## src/rtl/combat_resolver_pkg.sv

```systemverilog
// Shared types and constants for the fighter combat resolver.
package combat_pkg;

   localparam int unsigned HEALTH_W = 7;
   localparam int unsigned POS_W    = 10;
   localparam int unsigned CNT_W    = 5;

   localparam logic [1:0] BACK_NONE  = 2'd0;
   localparam logic [1:0] BACK_GUARD = 2'd1;
   localparam logic [1:0] BACK_STUN  = 2'd2;

   typedef enum logic [1:0] {IDLE, STUN, GUARD} hit_state_t;

   // Edge-detect history kept only for the flags that start attacks
   typedef struct packed {
      logic kick;
      logic fight;
   } attack_t;

   function automatic logic [POS_W-1:0] abs_diff(input logic [POS_W-1:0] a,
                                                 input logic [POS_W-1:0] b);
      return (a >= b) ? (a - b) : (b - a);
   endfunction

endpackage

```

## src/rtl/combat_resolver_if.sv

```systemverilog
// Player positions/actions in, knockback/health/win state out.
interface combat_resolver_if;

   logic [combat_pkg::POS_W-1:0]    BallX1, BallY1, BallX2, BallY2;
   logic                            kick1, fight1, dodge1, jump1;
   logic                            kick2, fight2, dodge2, jump2;
   logic [1:0]                      back1, back2;
   logic [combat_pkg::HEALTH_W-1:0] health1, health2;
   logic                            p1win, p2win;

   modport master (
      output BallX1, BallY1, BallX2, BallY2,
      output kick1, fight1, dodge1, jump1,
      output kick2, fight2, dodge2, jump2,
      input  back1, back2, health1, health2, p1win, p2win
   );

   modport slave (
      input  BallX1, BallY1, BallX2, BallY2,
      input  kick1, fight1, dodge1, jump1,
      input  kick2, fight2, dodge2, jump2,
      output back1, back2, health1, health2, p1win, p2win
   );

endinterface

```

## src/rtl/combat_resolver_defender_fsm.sv

```systemverilog
// One defender: hit/guard state, frame counter, saturating health, back code.
module defender_fsm
   import combat_pkg::*;
#(
   parameter int unsigned KICK_DMG     = 10,
   parameter int unsigned FIGHT_DMG    = 5,
   parameter int unsigned STUN_FRAMES  = 12,
   parameter int unsigned GUARD_FRAMES = 6,
   parameter int unsigned HEALTH_INIT  = 100
) (
   input  logic                clk,
   input  logic                rst_n,
   input  logic                tick_i,
   input  logic                attack_kick_i,
   input  logic                attack_fight_i,
   input  logic                contact_i,
   input  logic                guard_i,
   input  logic                freeze_i,
   output logic [1:0]          back_o,
   output logic [HEALTH_W-1:0] health_o,
   output logic [HEALTH_W-1:0] health_nxt_c
);

   hit_state_t          state_q, state_d;
   logic [CNT_W-1:0]    cnt_q, cnt_d;
   logic [1:0]          back_q, back_d;
   logic [HEALTH_W-1:0] health_q, health_d;
   logic [HEALTH_W-1:0] dmg;
   logic [HEALTH_W-1:0] hit_health;

   // Simultaneous kick and punch resolve as the heavier kick
   assign dmg        = attack_kick_i ? HEALTH_W'(KICK_DMG) : HEALTH_W'(FIGHT_DMG);
   assign hit_health = (health_q > dmg) ? (health_q - dmg) : '0;

   always_ff @(posedge clk or negedge rst_n) begin
      if (!rst_n) begin
         state_q  <= IDLE;
         cnt_q    <= '0;
         back_q   <= BACK_NONE;
         health_q <= HEALTH_W'(HEALTH_INIT);
      end else begin
         state_q  <= state_d;
         cnt_q    <= cnt_d;
         back_q   <= back_d;
         health_q <= health_d;
      end
   end

   always_comb begin
      state_d  = state_q;
      cnt_d    = cnt_q;
      back_d   = back_q;
      health_d = health_q;
      if (freeze_i) begin
         state_d = IDLE;
         cnt_d   = '0;
         back_d  = BACK_NONE;
      end else if (tick_i) begin
         unique case (state_q)
            IDLE: begin
               if ((attack_kick_i || attack_fight_i) && contact_i) begin
                  cnt_d = '0;
                  if (guard_i) begin
                     state_d = GUARD;
                     back_d  = BACK_GUARD;
                  end else begin
                     health_d = hit_health;
                     // A knockout ends the bout, so no stun is started
                     if (hit_health != '0) begin
                        state_d = STUN;
                        back_d  = BACK_STUN;
                     end
                  end
               end
            end
            STUN: begin
               if (cnt_q == CNT_W'(STUN_FRAMES - 1)) begin
                  state_d = IDLE;
                  cnt_d   = '0;
                  back_d  = BACK_NONE;
               end else begin
                  cnt_d = cnt_q + CNT_W'(1);
               end
            end
            GUARD: begin
               if (cnt_q == CNT_W'(GUARD_FRAMES - 1)) begin
                  state_d = IDLE;
                  cnt_d   = '0;
                  back_d  = BACK_NONE;
               end else begin
                  cnt_d = cnt_q + CNT_W'(1);
               end
            end
            default: begin
               state_d = IDLE;
               cnt_d   = '0;
               back_d  = BACK_NONE;
            end
         endcase
      end
   end

   assign back_o       = back_q;
   assign health_o     = health_q;
   assign health_nxt_c = health_d;

endmodule

```

## src/rtl/combat_resolver.sv

```systemverilog
// Frame-synchronous attack resolution between two fighters with win latch.
module combat_resolver
   import combat_pkg::*;
#(
   parameter int unsigned HIT_RANGE_X  = 50,
   parameter int unsigned HIT_RANGE_Y  = 50,
   parameter int unsigned KICK_DMG     = 10,
   parameter int unsigned FIGHT_DMG    = 5,
   parameter int unsigned STUN_FRAMES  = 12,
   parameter int unsigned GUARD_FRAMES = 6,
   parameter int unsigned HEALTH_INIT  = 100
) (
   input  logic              Clk,
   input  logic              Reset,
   input  logic              frame_clk,
   combat_resolver_if.slave  bus
);

   logic [2:0]          fsync_q;
   logic                tick_q;
   attack_t             act1, act2, prev1_q, prev2_q;
   logic                atk1_kick, atk1_fight, atk2_kick, atk2_fight;
   logic [POS_W-1:0]    dx, dy;
   logic                contact;
   logic [HEALTH_W-1:0] health1_nxt, health2_nxt;
   logic                p1win_q, p1win_d, p2win_q, p2win_d;
   logic                win_any;

   // Two-stage synchronizer, third stage feeds the registered edge detect
   always_ff @(posedge Clk or negedge Reset) begin
      if (!Reset) begin
         fsync_q <= '0;
         tick_q  <= 1'b0;
      end else begin
         fsync_q <= {fsync_q[1:0], frame_clk};
         tick_q  <= fsync_q[1] & ~fsync_q[2];
      end
   end

   assign act1 = '{kick: bus.kick1, fight: bus.fight1};
   assign act2 = '{kick: bus.kick2, fight: bus.fight2};

   always_ff @(posedge Clk or negedge Reset) begin
      if (!Reset) begin
         prev1_q <= '0;
         prev2_q <= '0;
      end else if (tick_q) begin
         prev1_q <= act1;
         prev2_q <= act2;
      end
   end

   assign atk1_kick  = act1.kick  & ~prev1_q.kick;
   assign atk1_fight = act1.fight & ~prev1_q.fight;
   assign atk2_kick  = act2.kick  & ~prev2_q.kick;
   assign atk2_fight = act2.fight & ~prev2_q.fight;

   assign dx      = abs_diff(bus.BallX1, bus.BallX2);
   assign dy      = abs_diff(bus.BallY1, bus.BallY2);
   assign contact = (dx <= POS_W'(HIT_RANGE_X)) && (dy <= POS_W'(HIT_RANGE_Y));
   assign win_any = p1win_q | p2win_q;

   defender_fsm #(
      .KICK_DMG(KICK_DMG), .FIGHT_DMG(FIGHT_DMG), .STUN_FRAMES(STUN_FRAMES),
      .GUARD_FRAMES(GUARD_FRAMES), .HEALTH_INIT(HEALTH_INIT)
   ) u_def1 (
      .clk(Clk), .rst_n(Reset), .tick_i(tick_q),
      .attack_kick_i(atk2_kick), .attack_fight_i(atk2_fight),
      .contact_i(contact), .guard_i(bus.dodge1 | bus.jump1), .freeze_i(win_any),
      .back_o(bus.back1), .health_o(bus.health1), .health_nxt_c(health1_nxt)
   );

   defender_fsm #(
      .KICK_DMG(KICK_DMG), .FIGHT_DMG(FIGHT_DMG), .STUN_FRAMES(STUN_FRAMES),
      .GUARD_FRAMES(GUARD_FRAMES), .HEALTH_INIT(HEALTH_INIT)
   ) u_def2 (
      .clk(Clk), .rst_n(Reset), .tick_i(tick_q),
      .attack_kick_i(atk1_kick), .attack_fight_i(atk1_fight),
      .contact_i(contact), .guard_i(bus.dodge2 | bus.jump2), .freeze_i(win_any),
      .back_o(bus.back2), .health_o(bus.health2), .health_nxt_c(health2_nxt)
   );

   // Win flags set on the same edge as the health update that reaches zero
   always_comb begin
      p1win_d = p1win_q;
      p2win_d = p2win_q;
      if (!win_any) begin
         if (health2_nxt == '0) p1win_d = 1'b1;
         if (health1_nxt == '0) p2win_d = 1'b1;
      end
   end

   always_ff @(posedge Clk or negedge Reset) begin
      if (!Reset) begin
         p1win_q <= 1'b0;
         p2win_q <= 1'b0;
      end else begin
         p1win_q <= p1win_d;
         p2win_q <= p2win_d;
      end
   end

   assign bus.p1win = p1win_q;
   assign bus.p2win = p2win_q;

endmodule

```

## src/flat_wrapper.sv

```systemverilog
// flat-port wrapper written by rule: the top's interface ports become plain ports
module combat_resolver_flat import combat_pkg::*;
#(
   parameter int unsigned HIT_RANGE_X  = 50,
   parameter int unsigned HIT_RANGE_Y  = 50,
   parameter int unsigned KICK_DMG     = 10,
   parameter int unsigned FIGHT_DMG    = 5,
   parameter int unsigned STUN_FRAMES  = 12,
   parameter int unsigned GUARD_FRAMES = 6,
   parameter int unsigned HEALTH_INIT  = 100
)
  (Clk, Reset, frame_clk, bus_BallX1, bus_BallY1, bus_BallX2, bus_BallY2, bus_kick1, bus_fight1, bus_dodge1, bus_jump1, bus_kick2, bus_fight2, bus_dodge2, bus_jump2, bus_back1, bus_back2, bus_health1, bus_health2, bus_p1win, bus_p2win);
  combat_resolver_if bus_i ();
  input  logic Clk;
  input  logic Reset;
  input  logic frame_clk;
  input wire logic [$bits(bus_i.BallX1)-1:0] bus_BallX1;
  input wire logic [$bits(bus_i.BallY1)-1:0] bus_BallY1;
  input wire logic [$bits(bus_i.BallX2)-1:0] bus_BallX2;
  input wire logic [$bits(bus_i.BallY2)-1:0] bus_BallY2;
  input wire logic [$bits(bus_i.kick1)-1:0] bus_kick1;
  input wire logic [$bits(bus_i.fight1)-1:0] bus_fight1;
  input wire logic [$bits(bus_i.dodge1)-1:0] bus_dodge1;
  input wire logic [$bits(bus_i.jump1)-1:0] bus_jump1;
  input wire logic [$bits(bus_i.kick2)-1:0] bus_kick2;
  input wire logic [$bits(bus_i.fight2)-1:0] bus_fight2;
  input wire logic [$bits(bus_i.dodge2)-1:0] bus_dodge2;
  input wire logic [$bits(bus_i.jump2)-1:0] bus_jump2;
  output wire logic [$bits(bus_i.back1)-1:0] bus_back1;
  output wire logic [$bits(bus_i.back2)-1:0] bus_back2;
  output wire logic [$bits(bus_i.health1)-1:0] bus_health1;
  output wire logic [$bits(bus_i.health2)-1:0] bus_health2;
  output wire logic [$bits(bus_i.p1win)-1:0] bus_p1win;
  output wire logic [$bits(bus_i.p2win)-1:0] bus_p2win;
  assign bus_i.BallX1 = bus_BallX1;
  assign bus_i.BallY1 = bus_BallY1;
  assign bus_i.BallX2 = bus_BallX2;
  assign bus_i.BallY2 = bus_BallY2;
  assign bus_i.kick1 = bus_kick1;
  assign bus_i.fight1 = bus_fight1;
  assign bus_i.dodge1 = bus_dodge1;
  assign bus_i.jump1 = bus_jump1;
  assign bus_i.kick2 = bus_kick2;
  assign bus_i.fight2 = bus_fight2;
  assign bus_i.dodge2 = bus_dodge2;
  assign bus_i.jump2 = bus_jump2;
  assign bus_back1 = bus_i.back1;
  assign bus_back2 = bus_i.back2;
  assign bus_health1 = bus_i.health1;
  assign bus_health2 = bus_i.health2;
  assign bus_p1win = bus_i.p1win;
  assign bus_p2win = bus_i.p2win;
  combat_resolver #(.HIT_RANGE_X(HIT_RANGE_X), .HIT_RANGE_Y(HIT_RANGE_Y), .KICK_DMG(KICK_DMG), .FIGHT_DMG(FIGHT_DMG), .STUN_FRAMES(STUN_FRAMES), .GUARD_FRAMES(GUARD_FRAMES), .HEALTH_INIT(HEALTH_INIT)) u_core (.Clk(Clk), .Reset(Reset), .frame_clk(frame_clk), .bus(bus_i));
endmodule
```

## config.mk

```make
export PLATFORM = sky130hd
export DESIGN_NAME = combat_resolver_flat
export DESIGN_NICKNAME = d
export VERILOG_FILES = /design/src/rtl/combat_resolver_pkg.sv /design/src/rtl/combat_resolver_if.sv /design/src/rtl/combat_resolver_defender_fsm.sv /design/src/rtl/combat_resolver.sv /design/src/flat_wrapper.sv
export SDC_FILE = /design/constraint.sdc
export NUM_CORES = 1
export LEC_CHECK = 0
export BUFFER_PORTS_ARGS = -buffer_cell sky130_fd_sc_hd__buf_2
export CAP_MARGIN = 10
export CORE_UTILIZATION = 45
export CTS_CLUSTER_DIAMETER = 40
export DETAILED_ROUTE_END_ITERATION = 6
export PLACE_DENSITY_LB_ADDON = 0.1
export SYNTH_ARGS = -nofsm -noshare
export SYNTH_HDL_FRONTEND = slang
export SYNTH_SLANG_ARGS = --single-unit
```

## constraint.sdc

```tcl
create_clock -name Clk -period 3.4 [get_ports Clk]
set_input_delay 0.34 -clock Clk [delete_from_list [all_inputs] [get_ports Clk]]
set_output_delay 0.34 -clock Clk [all_outputs]
set_load 0.01 [all_outputs]
```

=== Word-level counts from Yosys, hierarchy flattened ===
Index checks and enable logic that the tools add are counted.

* Bits in registers: 42
* Word-level logic and storage cells: 134
* Output and inout port bits: 20
* Input bits: 51

* Multiplexer cells: 56
* Equal/unequal tests: 16
* $add $sub $neg: 8
* $lt $le $gt $ge: 6
* Reduce and logical (&&, ||, !) cells: 18
* Bitwise operators: 14

{| class="wikitable"
|+ Operators by type and width
! kind !! number
|-
| 7-bit 2-to-1 mux || 12
|-
| 5-bit 2-to-1 mux || 10
|-
| 2-bit 2-to-1 mux || 24
|-
| 10-bit subtractor || 4
|-
| 5-bit case mux with 3 select lines || 2
|-
| 2-bit case mux with 3 select lines || 4
|-
| 10-bit >= comparator || 2
|-
| 10-bit by 6-bit less-or-equal comparator with 1-bit output (second input constant) || 2
|-
| 10-bit 2-to-1 mux || 2
|-
| 7-bit > comparator || 2
|-
| 7-bit logical NOT || 2
|-
| 7-bit nonzero test || 2
|-
| 7-bit subtractor || 2
|-
| 5-bit by 1-bit adder with 5-bit output (second input constant) || 2
|-
| 5-bit by 3-bit equality test with 1-bit output (second input constant) || 2
|-
| 5-bit by 4-bit equality test with 1-bit output (second input constant) || 2
|-
| 5-bit AND reduction || 2
|-
| 3-bit by 2-bit inequality test with 1-bit output (second input constant) || 3
|-
| 3-bit inequality test (second input constant) || 3
|-
| 4-bit 2-to-1 mux || 2
|-
| 2-bit AND reduction || 4
|-
| 1-bit NOT || 6
|-
| 1-bit bitwise AND || 5
|-
| 2-bit by 1-bit equality test with 1-bit output (second input constant) || 2
|-
| other kinds (8) || 15
|}

=== Logic depth before layout (Yosys ltp) ===
* Depth in word-level cells: 12
* Depth in mapped cells: 13
* Mapped depth without buffers: 12

=== Cells and area by module ===
From an unflattened synthesis, not the netlist that was laid out.

* Cells, all modules: 531
* Area, all modules: 4486.8 um^2

{| class="wikitable"
|+ Modules (own cells, without submodules)
! module !! area each (um^2) !! cells each !! sequential area each (um^2) !! times used
|-
| combat_resolver || 2467.4 || 339 || 250.2 || 1
|-
| defender_fsm || 1009.7 || 96 || 354.1 || 2
|}

=== Worst setup path after synthesis ===
No wires, ideal clock.

* Kind: input to register
* From: input bus_BallX1[0]
* To: register u_core.u_def2.state_q[0]
* Buffers on the path: 0
* Stages on the path: 12
* Slack: 354 ps
* Data required time: 3272 ps
* Arrival time: 2918 ps
* Setup time: 128 ps
* Path through: inv_1 -> ha_1 -> fa_1 -> inv_1 -> a21o_1 -> a21oi_1 -> and4_1 -> o32a_1 -> o32ai_4 -> a31oi_4 -> a211o_1 -> mux2_1

* Word-level cells in the longest chain between the ends: 7
* Elaborated cells between the ends (all ways): 9
* Those cells by class: 2 x add/sub; 2 x order compare; 1 x eq/ne; 1 x mux; 3 x reduce/logical

{| class="wikitable"
|+ Ends and longest elaborated chain
! element !! line !! text
|-
| start: declaration || flat_wrapper.sv:17 || <nowiki>input wire logic [$bits(bus_i.BallX1)-1:0] bus_BallX1;</nowiki>
|-
| 10-bit subtractor or 10-bit >= comparator (tied branches) || combat_resolver_pkg.sv:22 || <nowiki>return (a >= b) ? (a - b) : (b - a);</nowiki>
|-
| 10-bit 2-to-1 mux * || combat_resolver_pkg.sv:22 ||
|-
| 10-bit by 6-bit less-or-equal comparator with 1-bit output * || combat_resolver.sv:60 || <nowiki>assign contact = (dx <= POS_W'(HIT_RANGE_X)) && (dy <= POS_W'(HIT_RANGE_Y));</nowiki>
|-
| 1-bit logical AND * || combat_resolver.sv:60 ||
|-
| 1-bit logical AND * || combat_resolver_defender_fsm.sv:61 || <nowiki>if ((attack_kick_i || attack_fight_i) && contact_i) begin</nowiki>
|-
| 3-bit by 2-bit inequality test with 1-bit output (no line) * || - ||
|-
| 5-bit AND reduction (no line) * || - ||
|-
| end signal: assignment || combat_resolver_defender_fsm.sv:42 || <nowiki>state_q <= state_d;</nowiki>
|-
| end: declaration || combat_resolver_defender_fsm.sv:24 || <nowiki>hit_state_t state_q, state_d;</nowiki>
|}

Every way passes the cells marked *; elsewhere a longest branch is shown, timed or not.
A chain may end at the register's enable or synchronous reset.

=== Worst setup path in the final report ===
* From: input bus_BallX2[5]
* To: register u_core.u_def1.health_q[3], in the netlist u_core.u_def1.health_o[3]

* Word-level cells in the longest chain between the ends: 9
* Elaborated cells between the ends (all ways): 11
* Those cells by class: 2 x add/sub; 2 x order compare; 5 x mux; 2 x reduce/logical

{| class="wikitable"
|+ Ends and longest elaborated chain
! element !! line !! text
|-
| start: declaration || flat_wrapper.sv:19 || <nowiki>input wire logic [$bits(bus_i.BallX2)-1:0] bus_BallX2;</nowiki>
|-
| 10-bit subtractor or 10-bit >= comparator (tied branches) || combat_resolver_pkg.sv:22 ||
|-
| 10-bit 2-to-1 mux * || combat_resolver_pkg.sv:22 ||
|-
| 10-bit by 6-bit less-or-equal comparator with 1-bit output * || combat_resolver.sv:60 ||
|-
| 1-bit logical AND * || combat_resolver.sv:60 ||
|-
| 1-bit logical AND * || combat_resolver_defender_fsm.sv:61 ||
|-
| 7-bit 2-to-1 mux * || combat_resolver_defender_fsm.sv:61 ||
|-
| 7-bit 2-to-1 mux * || combat_resolver_defender_fsm.sv:59 || <nowiki>unique case (state_q)</nowiki>
|-
| 7-bit 2-to-1 mux * || combat_resolver_defender_fsm.sv:58 || <nowiki>end else if (tick_i) begin</nowiki>
|-
| 7-bit 2-to-1 mux * || combat_resolver_defender_fsm.sv:54 || <nowiki>if (freeze_i) begin</nowiki>
|-
| net u_core.health1_nxt[3] || combat_resolver.sv:25 || <nowiki>logic [HEALTH_W-1:0] health1_nxt, health2_nxt;</nowiki>
|-
| end signal: assignment || combat_resolver_defender_fsm.sv:40 || <nowiki>health_q <= HEALTH_W'(HEALTH_INIT);</nowiki>
|-
| end signal: assignment || combat_resolver_defender_fsm.sv:45 || <nowiki>health_q <= health_d;</nowiki>
|-
| end: declaration || combat_resolver_defender_fsm.sv:27 || <nowiki>logic [HEALTH_W-1:0] health_q, health_d;</nowiki>
|}

The timed path passes the listed nets; every way through them passes the cells marked *.

==> impl_metrics.tcl <==
set metrics [dict create \
    status "completed" \
    final_nets 755 \
    cap_violations 0 \
    synthMuxAreaShare_pct 3.52 \
    antenna_found_initial 0 \
    grt_overflow 0 \
    final_util_pct 53.0 \
    relSlewSlack_pct 42.7 \
    rows 36 \
    setup_tns_ns 0 \
    min_period_over_period_pct 90.8 \
    yosysTopAreaCell "dfrtp_1" \
    ant_nets 0 \
    cts-resized-gates 0 \
    start_kind "input port" \
    whs_ns 0.152 \
    grt_pass1_vias 3980 \
    arrival_ns 3.27 \
    worst-endpoint-required_ns 3.58 \
    synth_area_leaders "dfrtp_1 18%, ha_1 15%, inv_1 5.5%, o21ai_0 4.2%, a21oi_1 4.0%" \
    finalHoldViolCount 0 \
    routed_wl_um 10600 \
    vias 4279 \
    synthArstFlopShare_pct 100 \
    syn_area_mm2 0.00456 \
    tightest_slew_ns 0.859 \
    synth_seq_area_share_pct 21.0 \
    cts_setup_buffers 0 \
    cts_root_buffer "clkbuf_8" \
    synth_warnings 0 \
    synth-main-ff-cell "dfrtp_1" \
    dieArea_mm2 0.0105 \
    yosysUniqueCellTypes 78 \
    h-tree-depth 2 \
    firstDrtPassIters 5 \
    syn_nets 677 \
    period_needed_ns 3.09 \
    critPathCaptureType "flip-flop" \
    path_clk_slew_ns 0.08 \
    start_util_pct 46.6 \
    leakagePower_nw 2.54 \
    clk_latency_ns 0.29 \
    syn_inst 564 \
    grt_pass1_wl_um 17600 \
    drt-initial-drc-count 184 \
    die_w_um 103 \
    critPathMaxFanout 6 \
    drive_gt1_share_pct 19.6 \
    io_pins 71 \
    dp_hpwl_um 8650 \
    grt_start_max_net_pins 39 \
    cts_num_sinks 38 \
    core_region_area_mm2 0.00977 \
    synth_compound_area_share_pct 25.8 \
    timing_worst_setup_path_type "input port to flip-flop" \
    synth_top_family_by_area "compound AO/OA/AOI/OAI gates" \
    grt_usage_pct 20.9 \
    yosysTopAreaCellShare_pct 17.6 \
    vdd_drop_max_mv 0.213 \
    rsz0062_at_grt "false" \
    avgSynthCellArea_um2 8.08 \
    num_antenna_cells 0 \
    synth_edf_count 0 \
    dp_slack_ns 0.0334 \
    yosys.area_share.simple_pct 20.5 \
    drc 0 \
    power_density_mw_per_mm2 244 \
    cts-hold-fix-buffers 0 \
    cts_buffer_depth 2 \
    die_h_um 103 \
    fmax_mhz 324 \
    slew_violations 0 \
    portBuffers 70 \
    setup_viol_count_final 0 \
    cts_tree "yes" \
    synth_xor_area_share_pct 3.27 \
    place_congestion 0.936 \
    viasPerCell 5.52 \
    numCtsBuffers 5 \
    wire_per_inst_um 13.7 \
    area_growth_pct 13.7 \
    hold_class "input port to asynchronous set/reset pin" \
    timing.final.ws_setup_ns 0.313 \
    synthAdderAreaFrac_pct 18.0 \
    finClkSkew_ns 0.0104 \
    finalPower_mw 1.27 \
    ys_seq_elements 38 \
]
## cell usage after synthesis (all sizes together), types with 7 or more instances
| master | instances |
|---|---|
| nand2 | 42 |
| mux2 | 8 |
| a31oi | 8 |
| xnor2 | 9 |
| inv | 67 |
| a21oi | 38 |
| o211ai | 7 |
| o31ai | 14 |
| nand4 | 8 |
| dfrtp | 32 |
| nor3 | 17 |
| a21o | 12 |
| ha | 56 |
| nand2b | 14 |
| buf | 11 |
| mux2i | 7 |
| nor2b | 8 |
| xor2 | 8 |
| o21ai | 39 |
| nand3 | 13 |
| nor2 | 44 |
## layer usage
metal / track usage [%] / vias up / part of all wire (%)
li1: - / 2179 / -
met1: 27.7 / 1979 / 47
met2: 35.9 / 105 / 47
met3: 2.24 / 16 / 4.4
met4: 6.26 / 0 / 1.5
met5: 0 / - / 0
## cells by family after synthesis
logic type / after synthesis
compound gates: 166
xor+xnor: 17
fa+ha+maj: 62
buf+inv: 84
flops: 38
mux: 15
simple gates: 182
## cell usage in the layout (no fill, tap or decap), types with 9 or more instances in the layout
master,instances
buf_2,70
inv_1,67
ha_1,56
nor2_1,44
nand2_1,42
o21ai_0,38
a21oi_1,36
dfrtp_1,32
buf_4,18
nor3_1,17
nand2b_1,14
o31ai_1,14
nand3_1,13
a21o_1,12
xnor2_1,9
## path summary, 6_finish.rpt
kind	start	slack, ns	cells past startpoint	to
min in group Clk	frame_clk	0.16	1	u_core.fsync_q[0]
hold reg to reg	u_core.fsync_q[0]	0.35	0	u_core.fsync_q[1]
hold / removal	Reset	0.15	1	u_core.u_def2.back_o[0]
setup reg to reg	u_core.prev1_q[1]	0.48	11	u_core.u_def2.state_q[0]
max in group asynchronous	Reset	2.70	1	u_core.u_def1.health_o[3]
setup / recovery	bus_BallX2[5]	0.31	12	u_core.u_def1.health_o[3]
## state kept, by name, summed over array words and instances (netlist names)
register and flops:
u_core.u_def2.back_o 1, u_core.prev2_q 2, u_core.tick_q 1, u_core.prev1_q 2, u_core.bus.p2win 1, u_core.u_def2.state_q 1
u_core.u_def1.back_o 1, u_core.u_def1.health_o 7, u_core.fsync_q 3, u_core.u_def1.state_q 1, u_core.u_def1.cnt_q 5, u_core.bus.p1win 1
u_core.u_def2.health_o 7, u_core.u_def2.cnt_q 5
## per-stage QoR
| step | std cells | cell area [um2] |
|---|---|---|
| floorplan | 564 | 4560 |
| detailed placement | 768 | 5100 |
| CTS | 775 | 5180 |
| global route | 775 | 5180 |
| global placement | 768 | 5100 |
| finish | 775 | 5180 |
## critical path, stage by stage
cell	delay, ns
buf_2	0.09
inv_1	0.04
ha_1	0.38
nand2_1	0.12
o21ai_0	0.41
a21oi_1	0.13
a31o_1	0.21
a32o_1	0.23
o32ai_4	0.48
nand3_1	0.31
buf_4	0.25
o31ai_1	0.26
## report_power, final
part	total (mW)	switching, mW	internal (mW)
Sequential	0.466	0.00449	0.462
Combinational	0.506	0.291	0.215
Clock	0.293	0.152	0.141
Total	1.27	0.447	0.818
## cell type report
cell class / instances / area (um2)
fill: 996 / 4600
timing repair buffer: 88 / 485
sequential: 38 / 958
multi-input combinational: 442 / 3240
inverter: 67 / 251
clock buffer: 7 / 76.3
tap: 133 / 166
Note: power is estimated with default switching activity, not from simulation.
